===== config.mk =====
export PLATFORM = sky130hd
export DESIGN_NAME = csd_conv_arbiter_flat
export DESIGN_NICKNAME = d
export VERILOG_FILES = /design/src/rtl/csd_conv_arbiter_if.sv /design/src/rtl/csd_conv_arbiter.sv /design/src/flat_wrapper.sv
export SDC_FILE = /design/constraint.sdc
export NUM_CORES = 1
export LEC_CHECK = 0
export ABC_CLOCK_PERIOD_IN_PS = 2300
export CAP_MARGIN = 0
export CORE_MARGIN = 3
export CORE_UTILIZATION = 44
export CTS_CLUSTER_SIZE = 12
export DETAILED_ROUTE_END_ITERATION = 10
export MAX_ROUTING_LAYER = met4
export PLACE_DENSITY = 0.83
export SLEW_MARGIN = 20
export SYNTH_ARGS = -nofsm -noshare
export SYNTH_HDL_FRONTEND = slang
export SYNTH_SLANG_ARGS = --single-unit

===== constraint.sdc =====
create_clock -name clk -period 2.3 [get_ports clk]
set_clock_uncertainty 0.05 [all_clocks]
set_input_delay 0.69 -clock clk [delete_from_list [all_inputs] [get_ports clk]]
set_output_delay 0.69 -clock clk [all_outputs]
set_load 0.01 [all_outputs]

===== src/rtl/csd_conv_arbiter_if.sv =====
// Handshake bundle between requesters, the shared CSD converter and the arbiter.
// slave  : arbiter side (drives ack/result/converter launch)
// master : client + converter side
interface csd_conv_arbiter_if #(
    parameter int NREQ = 4,
    parameter int DW   = 8
);
    localparam int IW = (NREQ > 1) ? $clog2(NREQ) : 1;

    logic [NREQ-1:0]    req;
    logic [NREQ*DW-1:0] operand;
    logic [NREQ-1:0]    ack;
    logic [DW-1:0]      res_pos;
    logic [DW-1:0]      res_neg;
    logic               res_err;
    logic               busy;
    logic [IW-1:0]      grant_id;
    logic               conv_start;
    logic [DW-1:0]      conv_operand;
    logic               conv_done;
    logic [DW-1:0]      conv_pos;
    logic [DW-1:0]      conv_neg;

    modport slave (
        input  req, operand, conv_done, conv_pos, conv_neg,
        output ack, res_pos, res_neg, res_err, busy, grant_id,
               conv_start, conv_operand
    );

    modport master (
        output req, operand, conv_done, conv_pos, conv_neg,
        input  ack, res_pos, res_neg, res_err, busy, grant_id,
               conv_start, conv_operand
    );
endinterface


===== src/rtl/csd_conv_arbiter.sv =====
// Round-robin arbiter sharing one CSD conversion datapath between NREQ clients.
// Flow per job: IDLE (pick + latch operand) -> ISSUE (hold start until done)
//               -> CAPTURE -> RESP (one-cycle ack to the winner) -> IDLE.
// Optional build macro CSD_ARB_TIMEOUT_EN adds a TMO-cycle watchdog on ISSUE
// that aborts the job with res_err=1; without it res_err is tied low.
module csd_conv_arbiter #(
    parameter int NREQ = 4,
    parameter int DW   = 8,
    parameter int TMO  = 64
) (
    input  logic               clk,
    input  logic               reset,
    csd_conv_arbiter_if.slave  bus
);
    localparam int IW = (NREQ > 1) ? $clog2(NREQ) : 1;

    typedef enum logic [1:0] {S_IDLE, S_ISSUE, S_CAPTURE, S_RESP} state_t;

    state_t          state, nxt;
    logic [IW-1:0]   rr;
    logic [IW-1:0]   grant_id;
    logic [NREQ-1:0] mask;
    logic [NREQ-1:0] sel_oh;
    logic [NREQ-1:0] pend;
    logic [IW-1:0]   win;
    logic            hit;
    logic [DW-1:0]   conv_operand;
    logic [DW-1:0]   res_pos, res_neg;
    logic            tmo_hit;

`ifdef CSD_ARB_TIMEOUT_EN
    localparam int CW = $clog2(TMO) + 1;
    logic [CW-1:0] cnt;
    logic          res_err;

    // Watchdog: counts ISSUE cycles, zero everywhere else so each job starts fresh
    always_ff @(posedge clk or posedge reset) begin
        if (reset)                cnt <= '0;
        else if (state == S_ISSUE) cnt <= cnt + 1'b1;
        else                      cnt <= '0;
    end

    assign tmo_hit = (cnt == CW'(TMO - 1));
`else
    assign tmo_hit = 1'b0;
`endif

    // Round-robin pick: first pending bit at or above rr, else lowest pending bit
    always_comb begin
        pend = bus.req & ~mask;
        win  = '0;
        hit  = 1'b0;
        for (int j = 0; j < NREQ; j++) begin
            if (!hit && pend[j] && (j >= int'(rr))) begin
                hit = 1'b1;
                win = IW'(j);
            end
        end
        for (int j = 0; j < NREQ; j++) begin
            if (!hit && pend[j]) begin
                hit = 1'b1;
                win = IW'(j);
            end
        end
    end

    // One-hot of the current winner, shared by ack and the post-serve mask
    always_comb begin
        sel_oh = '0;
        sel_oh[grant_id] = 1'b1;
    end

    // State register
    always_ff @(posedge clk or posedge reset) begin
        if (reset) state <= S_IDLE;
        else       state <= nxt;
    end

    // Next-state: done has priority over a same-cycle watchdog expiry
    always_comb begin
        nxt = state;
        case (state)
            S_IDLE:    if (hit) nxt = S_ISSUE;
            S_ISSUE: begin
                if (bus.conv_done) nxt = S_CAPTURE;
                else if (tmo_hit)  nxt = S_RESP;
            end
            S_CAPTURE: nxt = S_RESP;
            S_RESP:    nxt = S_IDLE;
            default:   nxt = S_IDLE;
        endcase
    end

    // Job datapath: grant latch, result capture, mask and result clear on exit
    always_ff @(posedge clk or posedge reset) begin
        if (reset) begin
            rr           <= '0;
            grant_id     <= '0;
            mask         <= '0;
            conv_operand <= '0;
            res_pos      <= '0;
            res_neg      <= '0;
`ifdef CSD_ARB_TIMEOUT_EN
            res_err      <= 1'b0;
`endif
        end else begin
            case (state)
                S_IDLE: begin
                    mask <= '0;
                    if (hit) begin
                        grant_id     <= win;
                        rr           <= (int'(win) == NREQ - 1) ? '0 : win + 1'b1;
                        conv_operand <= bus.operand[win*DW +: DW];
                    end
                end
                S_ISSUE: begin
                    // conv_pos/neg are only valid alongside done, so grab them now
                    if (bus.conv_done) begin
                        res_pos <= bus.conv_pos;
                        res_neg <= bus.conv_neg;
                    end
`ifdef CSD_ARB_TIMEOUT_EN
                    else if (tmo_hit) begin
                        res_pos <= '0;
                        res_neg <= '0;
                        res_err <= 1'b1;
                    end
`endif
                end
                S_RESP: begin
                    mask    <= sel_oh;
                    res_pos <= '0;
                    res_neg <= '0;
`ifdef CSD_ARB_TIMEOUT_EN
                    res_err <= 1'b0;
`endif
                end
                default: ;
            endcase
        end
    end

    assign bus.busy         = (state != S_IDLE);
    assign bus.conv_start   = (state == S_ISSUE);
    assign bus.ack          = (state == S_RESP) ? sel_oh : '0;
    assign bus.grant_id     = grant_id;
    assign bus.conv_operand = conv_operand;
    assign bus.res_pos      = res_pos;
    assign bus.res_neg      = res_neg;
`ifdef CSD_ARB_TIMEOUT_EN
    assign bus.res_err      = res_err;
`else
    assign bus.res_err      = 1'b0;
`endif
endmodule


===== src/flat_wrapper.sv =====
// flat-port wrapper written by rule: the top's interface ports become plain ports
module csd_conv_arbiter_flat 
#(
    parameter int NREQ = 4,
    parameter int DW   = 8,
    parameter int TMO  = 64
)
  (clk, reset, bus_req, bus_operand, bus_conv_done, bus_conv_pos, bus_conv_neg, bus_ack, bus_res_pos, bus_res_neg, bus_res_err, bus_busy, bus_grant_id, bus_conv_start, bus_conv_operand);
  csd_conv_arbiter_if #(.NREQ(NREQ), .DW(DW)) bus_i ();
  input  logic clk;
  input  logic reset;
  input wire logic [$bits(bus_i.req)-1:0] bus_req;
  input wire logic [$bits(bus_i.operand)-1:0] bus_operand;
  input wire logic [$bits(bus_i.conv_done)-1:0] bus_conv_done;
  input wire logic [$bits(bus_i.conv_pos)-1:0] bus_conv_pos;
  input wire logic [$bits(bus_i.conv_neg)-1:0] bus_conv_neg;
  output wire logic [$bits(bus_i.ack)-1:0] bus_ack;
  output wire logic [$bits(bus_i.res_pos)-1:0] bus_res_pos;
  output wire logic [$bits(bus_i.res_neg)-1:0] bus_res_neg;
  output wire logic [$bits(bus_i.res_err)-1:0] bus_res_err;
  output wire logic [$bits(bus_i.busy)-1:0] bus_busy;
  output wire logic [$bits(bus_i.grant_id)-1:0] bus_grant_id;
  output wire logic [$bits(bus_i.conv_start)-1:0] bus_conv_start;
  output wire logic [$bits(bus_i.conv_operand)-1:0] bus_conv_operand;
  assign bus_i.req = bus_req;
  assign bus_i.operand = bus_operand;
  assign bus_i.conv_done = bus_conv_done;
  assign bus_i.conv_pos = bus_conv_pos;
  assign bus_i.conv_neg = bus_conv_neg;
  assign bus_ack = bus_i.ack;
  assign bus_res_pos = bus_i.res_pos;
  assign bus_res_neg = bus_i.res_neg;
  assign bus_res_err = bus_i.res_err;
  assign bus_busy = bus_i.busy;
  assign bus_grant_id = bus_i.grant_id;
  assign bus_conv_start = bus_i.conv_start;
  assign bus_conv_operand = bus_i.conv_operand;
  csd_conv_arbiter #(.NREQ(NREQ), .DW(DW), .TMO(TMO)) u_core (.clk(clk), .reset(reset), .bus(bus_i));
endmodule

# [Yosys cells after proc, flatten, opt, wreduce, memory -nomap -nowiden]
# Index checks and enable logic that the tools add are counted.
[totals] regBits=34 input_bits=55 out_inout_bits=33 elab_cells=74
[classes] addsub=1 n_lt_le_gt_ge=5 eq_ne=6 shift=1 muxes=27 n_bitwise=2 reduce_logical=25
[ops] op="$pmux W8 S2" n=2
[ops] op="$shiftx A32 B6 Y8" n=1
[ops] op="$mux W2" n=9
[ops] op="$mux W8" n=2
[ops] op="$logic_and A1 B1 Y1" n=11
[ops] op="$mux W1" n=10
[ops] op="$pmux W2 S4" n=1
[ops] op="$pmux W4 S2" n=1
[ops] op="$logic_not A1 Y1" n=7
[ops] op="$reduce_and A2 Y1" n=3
[ops] op="$reduce_bool A2 Y1" n=3
[ops] op="$and A4 B4 Y4" n=1
[ops] op="$eq A2 B1 Y1 const B" n=2
[ops] op="$eq A2 B2 Y1 const B" n=2
[ops] op="$ge A1 B2 Y1 const A" n=2
[ops] op="$mux W4" n=1
[ops] op="$not A4 Y4" n=1
[ops] op="$lt A2 B3 Y1 const B" n=1
[ops] op="$add A2 B1 Y2 const B" n=1
[ops] op="$demux W1 S2" n=1
[ops] op="$ge A2 B1 Y1 const B" n=1
[ops] op="$ge A2 B2 Y1 const A" n=1
[ops] op="$logic_not A2 Y1" n=1
[ops] op="$ne A2 B1 Y1 const B" n=1
[ops] op="$ne A2 B2 Y1 const B" n=1

# [Depth between registers and ports, before layout]
# Gate-level depths: netlist of the first run.
[depth] word_depth=29 ltp_mapped=7 mapped_depth_nobuf=6

# [Worst setup path after synthesis of the first run]
# Ideal clock, no wire load.
[synth_timing] path_type="flip-flop to output port" from="register u_core.state[0]" to="output bus_ack[0]" arrival_ps=1087 required_ps=1560 setup_slack_ps=473 path_stages_with_launch=4 n_path_buf=0 path_cell_list="dfrtp_1 > ha_1 > clkinv_1 > nor3_1"
[synth_between] elab_chain_len=2
[synth_rtl] item="start: declaration" line="csd_conv_arbiter.sv:19" rtl="state_t state, nxt;"
[synth_rtl] item="start signal: assignment" line="csd_conv_arbiter.sv:76" rtl="else state <= nxt;"
[synth_rtl] item="$eq A2 B2 Y1" line="csd_conv_arbiter.sv:145" rtl="assign bus.ack = (state == S_RESP) ? sel_oh : '0;"
[synth_rtl] item="$mux W4" line="csd_conv_arbiter.sv:145"
[synth_rtl] item="end: declaration" line="flat_wrapper.sv:17" rtl="output wire logic [$bits(bus_i.ack)-1:0] bus_ack;"
# Every way passes these cells.

# [Final worst setup path of the first run]
[layout_timing] from="register u_core.state[1]" to="output bus_ack[3]"
# The elaborated chain is that of the path after synthesis.

==> impl_metrics.ini, run 1 <==
[run_status]
status = complete, no violations

[power]
power_density_mw_per_mm2 = 1230
power.leakage_uw = 0.00133
seqPwrFrac_pct = 30.2
clkPwrFrac_pct = 14.4
power_frac_comb_pct = 55.4
internal_power_uw = 2190
p_sw_share_pct = 38.1
switchingPower_uw = 1350
ir_drop_mv = 0.654

[logic_synthesis]
yosysUniqueCellTypes = 36
syn_nets = 258
ys_seq_elements = 34
syn_avg_cell_area_sq_um = 9.17
synthCells = 199
yosysSeqAreaShare_pct = 46.6
synth_warnings = 0
synthesis.area_sq_mm = 0.00182
ys.flop_type = dfrtp_1
synth-async-reset-ratio_pct = 100
synth_edf_count = 0

[global_route]
first_global_vias = 1705
antenna_found_initial = 0
gr-total-overflow = 0
grt_pass1_wl_microns = 7780
grt_max_degree = 35
grt.total_usage_pct = 20.2

[floorplan]
die_area_sq_mm = 0.00495
fp.dieH_microns = 70.4
start_util_pct = 47.7
core-area_sq_mm = 0.00383
rows = 22
pin_count = 88
chipWidth_microns = 70.4

[clocking]
clock_sinks = 34
numCtsBuffers = 5
post_cts_buffers = 0
clk_pin_slew_ps = 70
clk_latency_ps = 280
cts.repair.resized = 7
htreeDepth = 2
cts_max_path_buffers = 2
cts_tree = built
root_buffer = clkbuf_8
cts_hold_buf = 0

[timing]
finalHoldViolCount = 0
period_minus_slack_ps = 2250
fin_crit_sh_pct = 97.8
rsz0062_at_grt = false
finalSetupViolCount = 0
max_freq_mhz = 444
slew_viol_final = 0

[worst_hold_path]
hold_path_class = reg -> reg
hold_end = u_core.bus.res_neg[5]$_DFFE_PP0P_
worstHoldStart = u_core.bus.res_neg[5]$_DFFE_PP0P_
whs_path_depth = 2

[setup_path]
endpoint_kind = output port
critPathSlowestCell = dfrtp_1
reg2reg_to = u_core.bus.conv_operand[7]$_DFFE_PP0P_
cp_slowest_stage_delay_ps = 410
rrSetupSlack_ps = 610
criticalPathCategory = reg -> out
crit_chain = ha_2 -> buf_4 -> and3_1 -> dlygate4sd2_1
cp.arrival_ps = 1510
critPathRequiredTime_ps = 1560
critical_path.max_fanout = 3
start_kind = flip-flop
reg2reg_from = u_core.rr[1]$_DFFE_PP0P_
ff2ff_path_depth = 6

[final_layout]
final_common_cell = clkdlybuf4s50_1
fin_cells = 343
fin_area_sq_mm = 0.00288
drive_above_1_share_pct = 11.9
nets = 353
final_cell_mix = 80 x clkdlybuf4s50_1, 49 x nand2_1, 34 x dfrtp_1, 25 x o21ai_0, 12 x buf_4
synthToLayoutAreaGrowth_pct = 58.0
diodes = 0

[routing]
vias = 1760
wl_per_cell_microns = 13.6
drt_pass1_iterations = 4
drc = 0
ant_nets = 0
drt_wl_total_microns = 4660
drt_iter0_drc = 98
routed_via_density = 5.13

[placed_design]
globalplace.congestion = 0.840
io_buffers = 86
hpwlAfterDp_microns = 3660
placed_cell_area_sq_mm = 0.00278
placedCellCount = 335

[run]
maxCapViolCount = 0
power groups by stage:
stage          clock, uW  combinational, uW  sequential (uW)
6_report             509               1960             1070
4_1_cts              521               1990             1060
3_3_place_gp           0               1960             1060
2_1_floorplan          0               1030             1140
5_1_grt              538               2170             1110
3_5_place_dp           0               2010             1070
area by class of cell:
cell class	count	area, sq um
clock buffer	8	110
sequential	34	851
timing repair buffer	98	943
fill	293	943
inverter	8	30.0
tap	48	60.1
multi-input combinational	147	888
worst max-delay path: cells and delay by family (launching register included):
kind	cells	cell delay, ps
buffers and inverters	2	420
and+or+nand+nor	1	190
DFF	1	410
adders and majority gates	1	210
state kept, by name, indices dropped and copies added (netlist names):
register / cells
u_core.bus.conv_operand: 8
u_core.bus.res_neg: 8
u_core.bus.res_pos: 8
u_core.mask: 4
u_core.bus.grant_id: 2
u_core.rr: 2
u_core.state: 2
cell usage after synthesis (2+ instances only):
master	number	area (sq um)
nand2b_1	2	12.5
o21ai_0	25	125
and3b_1	2	17.5
a21boi_0	10	75.1
o21ai_2	2	17.5
and3_1	4	25.0
inv_1	7	26.3
mux2_2	2	22.5
mux2i_1	9	90.1
nor3b_1	2	15.0
and3_2	6	45.0
nor2_1	6	22.5
o211ai_1	8	60.1
dfrtp_1	34	851
buf_2	2	10.0
nand2_1	49	184
o31ai_1	3	22.5
clkbuf_1	5	18.8
ha_1	4	50.1
through the flow:
stage               setup slack, ps  total power, uW  hold slack [ps]  setup TNS (ps)  util (%)
floorplan                       473             2180              393               0         -
global placement              -87.5             3020              413            -506      72.6
detailed placement             -159             3080              422           -1440      72.6
CTS                            47.0             3570              437               0      75.3
global route                   2.35             3820              454               0      75.3
finish                         49.8             3540              431               0      75.3
worst max-delay path by stage:
stage | endpoint | startpoint | cells past startpoint | slack [ps]
2_1_floorplan | bus_ack[0] | u_core.state[0]$_DFFE_PP0P_ | 3 | 470
3_3_place_gp | u_core.bus.conv_operand[4]$_DFFE_PP0P_ | bus_req[2] | 7 | -90
3_5_place_dp | u_core.bus.conv_operand[7]$_DFFE_PP0P_ | bus_req[3] | 6 | -160
4_1_cts | bus_ack[3] | u_core.state[1]$_DFFE_PP0P_ | 4 | 50
5_1_grt | bus_ack[0] | u_core.state[1]$_DFFE_PP0P_ | 4 | 2
6_report | bus_ack[3] | u_core.state[1]$_DFFE_PP0P_ | 4 | 50
metal layers:
| metal | routed length [microns] | up-vias | global-route usage (%) |
|---|---|---|---|
| met4 | 64 | 0 | 7.02 |
| li1 | - | 882 | - |
| met2 | 2210 | 68 | 31.3 |
| met5 | 0 | - | - |
| met3 | 325 | 6 | 4.32 |
| met1 | 2070 | 804 | 26.2 |
logic make-up (layout without fill, tap and decap cells):
kind of cell	after synthesis	after routing	synth area share (%)
simple gates	74	74	18.7
compound gates	57	57	20.5
flops	34	34	46.6
buf+inv	18	114	5.01
mux	11	11	6.17
fa+ha+maj	4	4	2.74
other cells	1	1	0.206
(Power assumes the default switching activity.)
==> run 2, diff against run 1 <==
--- a/config.mk
+++ b/config.mk
@@ -7,7 +7,7 @@
 export LEC_CHECK = 0
 export ABC_CLOCK_PERIOD_IN_PS = 2300
 export CAP_MARGIN = 0
-export CORE_MARGIN = 3
+export CORE_MARGIN = 4
 export CORE_UTILIZATION = 44
 export CTS_CLUSTER_SIZE = 12
 export DETAILED_ROUTE_END_ITERATION = 10
==> run 2 against run 1 <==
Against the previous run:
- combinational power increased by 3%
- design area increased by 0.22%
- sequential cell count unchanged
- die area increased by 5.8%
- utilization decreased by 3.1 points
- sequential share of layout area decreased by 0.064 points
- count of clock-buffer cells in the layout decreased by 1
- clock power decreased by 13%
==> impl_metrics.ini, run 2 (same netlist as run 1, synthesis figures left out) <==
[power]
power_density_mw_per_mm2 = 1220
ir_drop_mv = 0.703
power.leakage_uw = 0.00134

[global_route]
first_global_vias = 1758
antenna_found_initial = 0
grt.total_usage_pct = 20.4
gr-total-overflow = 0
grt_max_degree = 35
grt_pass1_wl_microns = 8060

[run]
maxCapViolCount = 0

[timing]
max_freq_mhz = 448
finalSetupViolCount = 0
fin_crit_sh_pct = 97.0
slew_viol_final = 0
fin_hold_ws_ps = 434
layout_setup_ws_ps = 69.0
rsz0062_at_grt = false
period_minus_slack_ps = 2230
finalHoldViolCount = 0
setup_tns_ps = 0

[routing]
drt_iter0_drc = 42
ant_nets = 0
drt_wl_total_microns = 4930
drc = 0
drt_pass1_iterations = 4
wl_per_cell_microns = 14.2
routed_via_density = 5.04
vias = 1749

[placed_design]
pre_cts_ws_ps = -214
placedCellCount = 338
hpwlAfterDp_microns = 3840
globalplace.congestion = 0.812
io_buffers = 86

[final_layout]
diodes = 0
final_cell_mix = 80 x clkdlybuf4s50_1, 49 x nand2_1, 34 x dfrtp_1, 25 x o21ai_0, 14 x buf_4
multi_input_area_sq_um = 896
nFillCells = 333
synthToLayoutAreaGrowth_pct = 58.4
final_common_cell = clkdlybuf4s50_1
nets = 355
fin_util_pct = 72.2
drive_above_1_share_pct = 12.5
fin_cells = 347
regArea_sq_um = 851
reg.largest.list = u_core.bus.conv_operand (8), u_core.bus.res_neg (8), u_core.bus.res_pos (8)

[clocking]
root_buffer = clkbuf_8
htreeDepth = 2
cts_tree = built
cts_max_path_buffers = 2
clk_pin_slew_ps = 70
clock_sinks = 34
numCtsBuffers = 5
clk_latency_ps = 280

[run_status]
status = complete, no violations

[setup_path]
criticalPathCategory = reg -> out
ff2ff_path_depth = 7
critical_path.max_fanout = 4
endpoint_kind = output port
start_kind = flip-flop
critPathRequiredTime_ps = 1560
cp.arrival_ps = 1490

[floorplan]
core-area_sq_mm = 0.00400
die_area_sq_mm = 0.00524
rows = 23
start_util_pct = 45.6
pin_count = 88
fp.dieH_microns = 72.4
chipWidth_microns = 72.4

[worst_hold_path]
hold_path_class = reg -> reg
whs_path_depth = 2
-- run 2: changes by cell type in the layout (fill, tap and decap cells not counted) --
cell | before | now
nor3_1 | 1 | 0
nor3b_1 | 2 | 1
nor3b_2 | 0 | 1
ha_2 | 1 | 0
clkbuf_8 | 8 | 6
clkbuf_1 | 0 | 1
buf_4 | 12 | 14
ha_1 | 3 | 4
nor3_2 | 0 | 1
clkinv_2 | 0 | 1
-- run 2: stage by stage --
stage / total power (uW) / area, sq um
final: 3530 / 2890
after global routing: 3830 / 2890
after CTS: 3540 / 2880
after detailed placement: 3100 / 2790
after global placement: 3030 / 2790
after floorplan: 2180 / 1820
-- run 2: cell type report --
class                      instances  share of cell area [%]
timing repair buffer             100                    33.2
clock buffer                       7                    2.99
multi-input combinational        147                    31.0
sequential                        34                    29.4
tap                               50                    2.17
clock inverter                     1                   0.173
inverter                           8                    1.04
-- run 2: timing repair --
action | in CTS | in global routing
setup buffers | 0 | 1
hold buffers | 0 | 0
gates resized for setup | 7 | 2
setup endpoints to repair | 6 | 6
-- run 2: worst paths after layout --
path | end | from | slack (ps)
min reg2reg | u_core.bus.res_pos[7]$_DFFE_PP0P_ | u_core.bus.res_pos[7]$_DFFE_PP0P_ | 430
min in group asynchronous | u_core.bus.res_pos[2]$_DFFE_PP0P_ | reset | 760
max | bus_ack[3] | u_core.state[0]$_DFFE_PP0P_ | 70
max reg2reg | u_core.bus.conv_operand[6]$_DFFE_PP0P_ | u_core.rr[1]$_DFFE_PP0P_ | 530
min | u_core.bus.res_pos[7]$_DFFE_PP0P_ | u_core.bus.res_pos[7]$_DFFE_PP0P_ | 430
max in group asynchronous | u_core.bus.grant_id[0]$_DFFE_PP0P_ | reset | 1140
-- run 2: routing by layer --
| metal | part of all wire (%) | routed length (microns) | vias up | GRT usage (%) |
|---|---|---|---|---|
| met5 | 0 | 0 | - | - |
| li1 | - | - | 887 | - |
| met2 | 47 | 2330 | 78 | 32.2 |
| met3 | 7.3 | 358 | 2 | 4.85 |
| met4 | 0.28 | 14 | 0 | 5.12 |
| met1 | 45 | 2230 | 782 | 26.5 |
-- run 2: critical path: stages, from the launching register on --
cell and delay [ps]:
dfrtp_1 380, ha_1 210, buf_4 150, and3_1 180, dlygate4sd2_1 280
-- run 2: report_power, final --
group / switching, uW / internal [uW]
clock network: 202 / 241
registers: 186 / 879
logic: 993 / 1030
total: 1380 / 2150
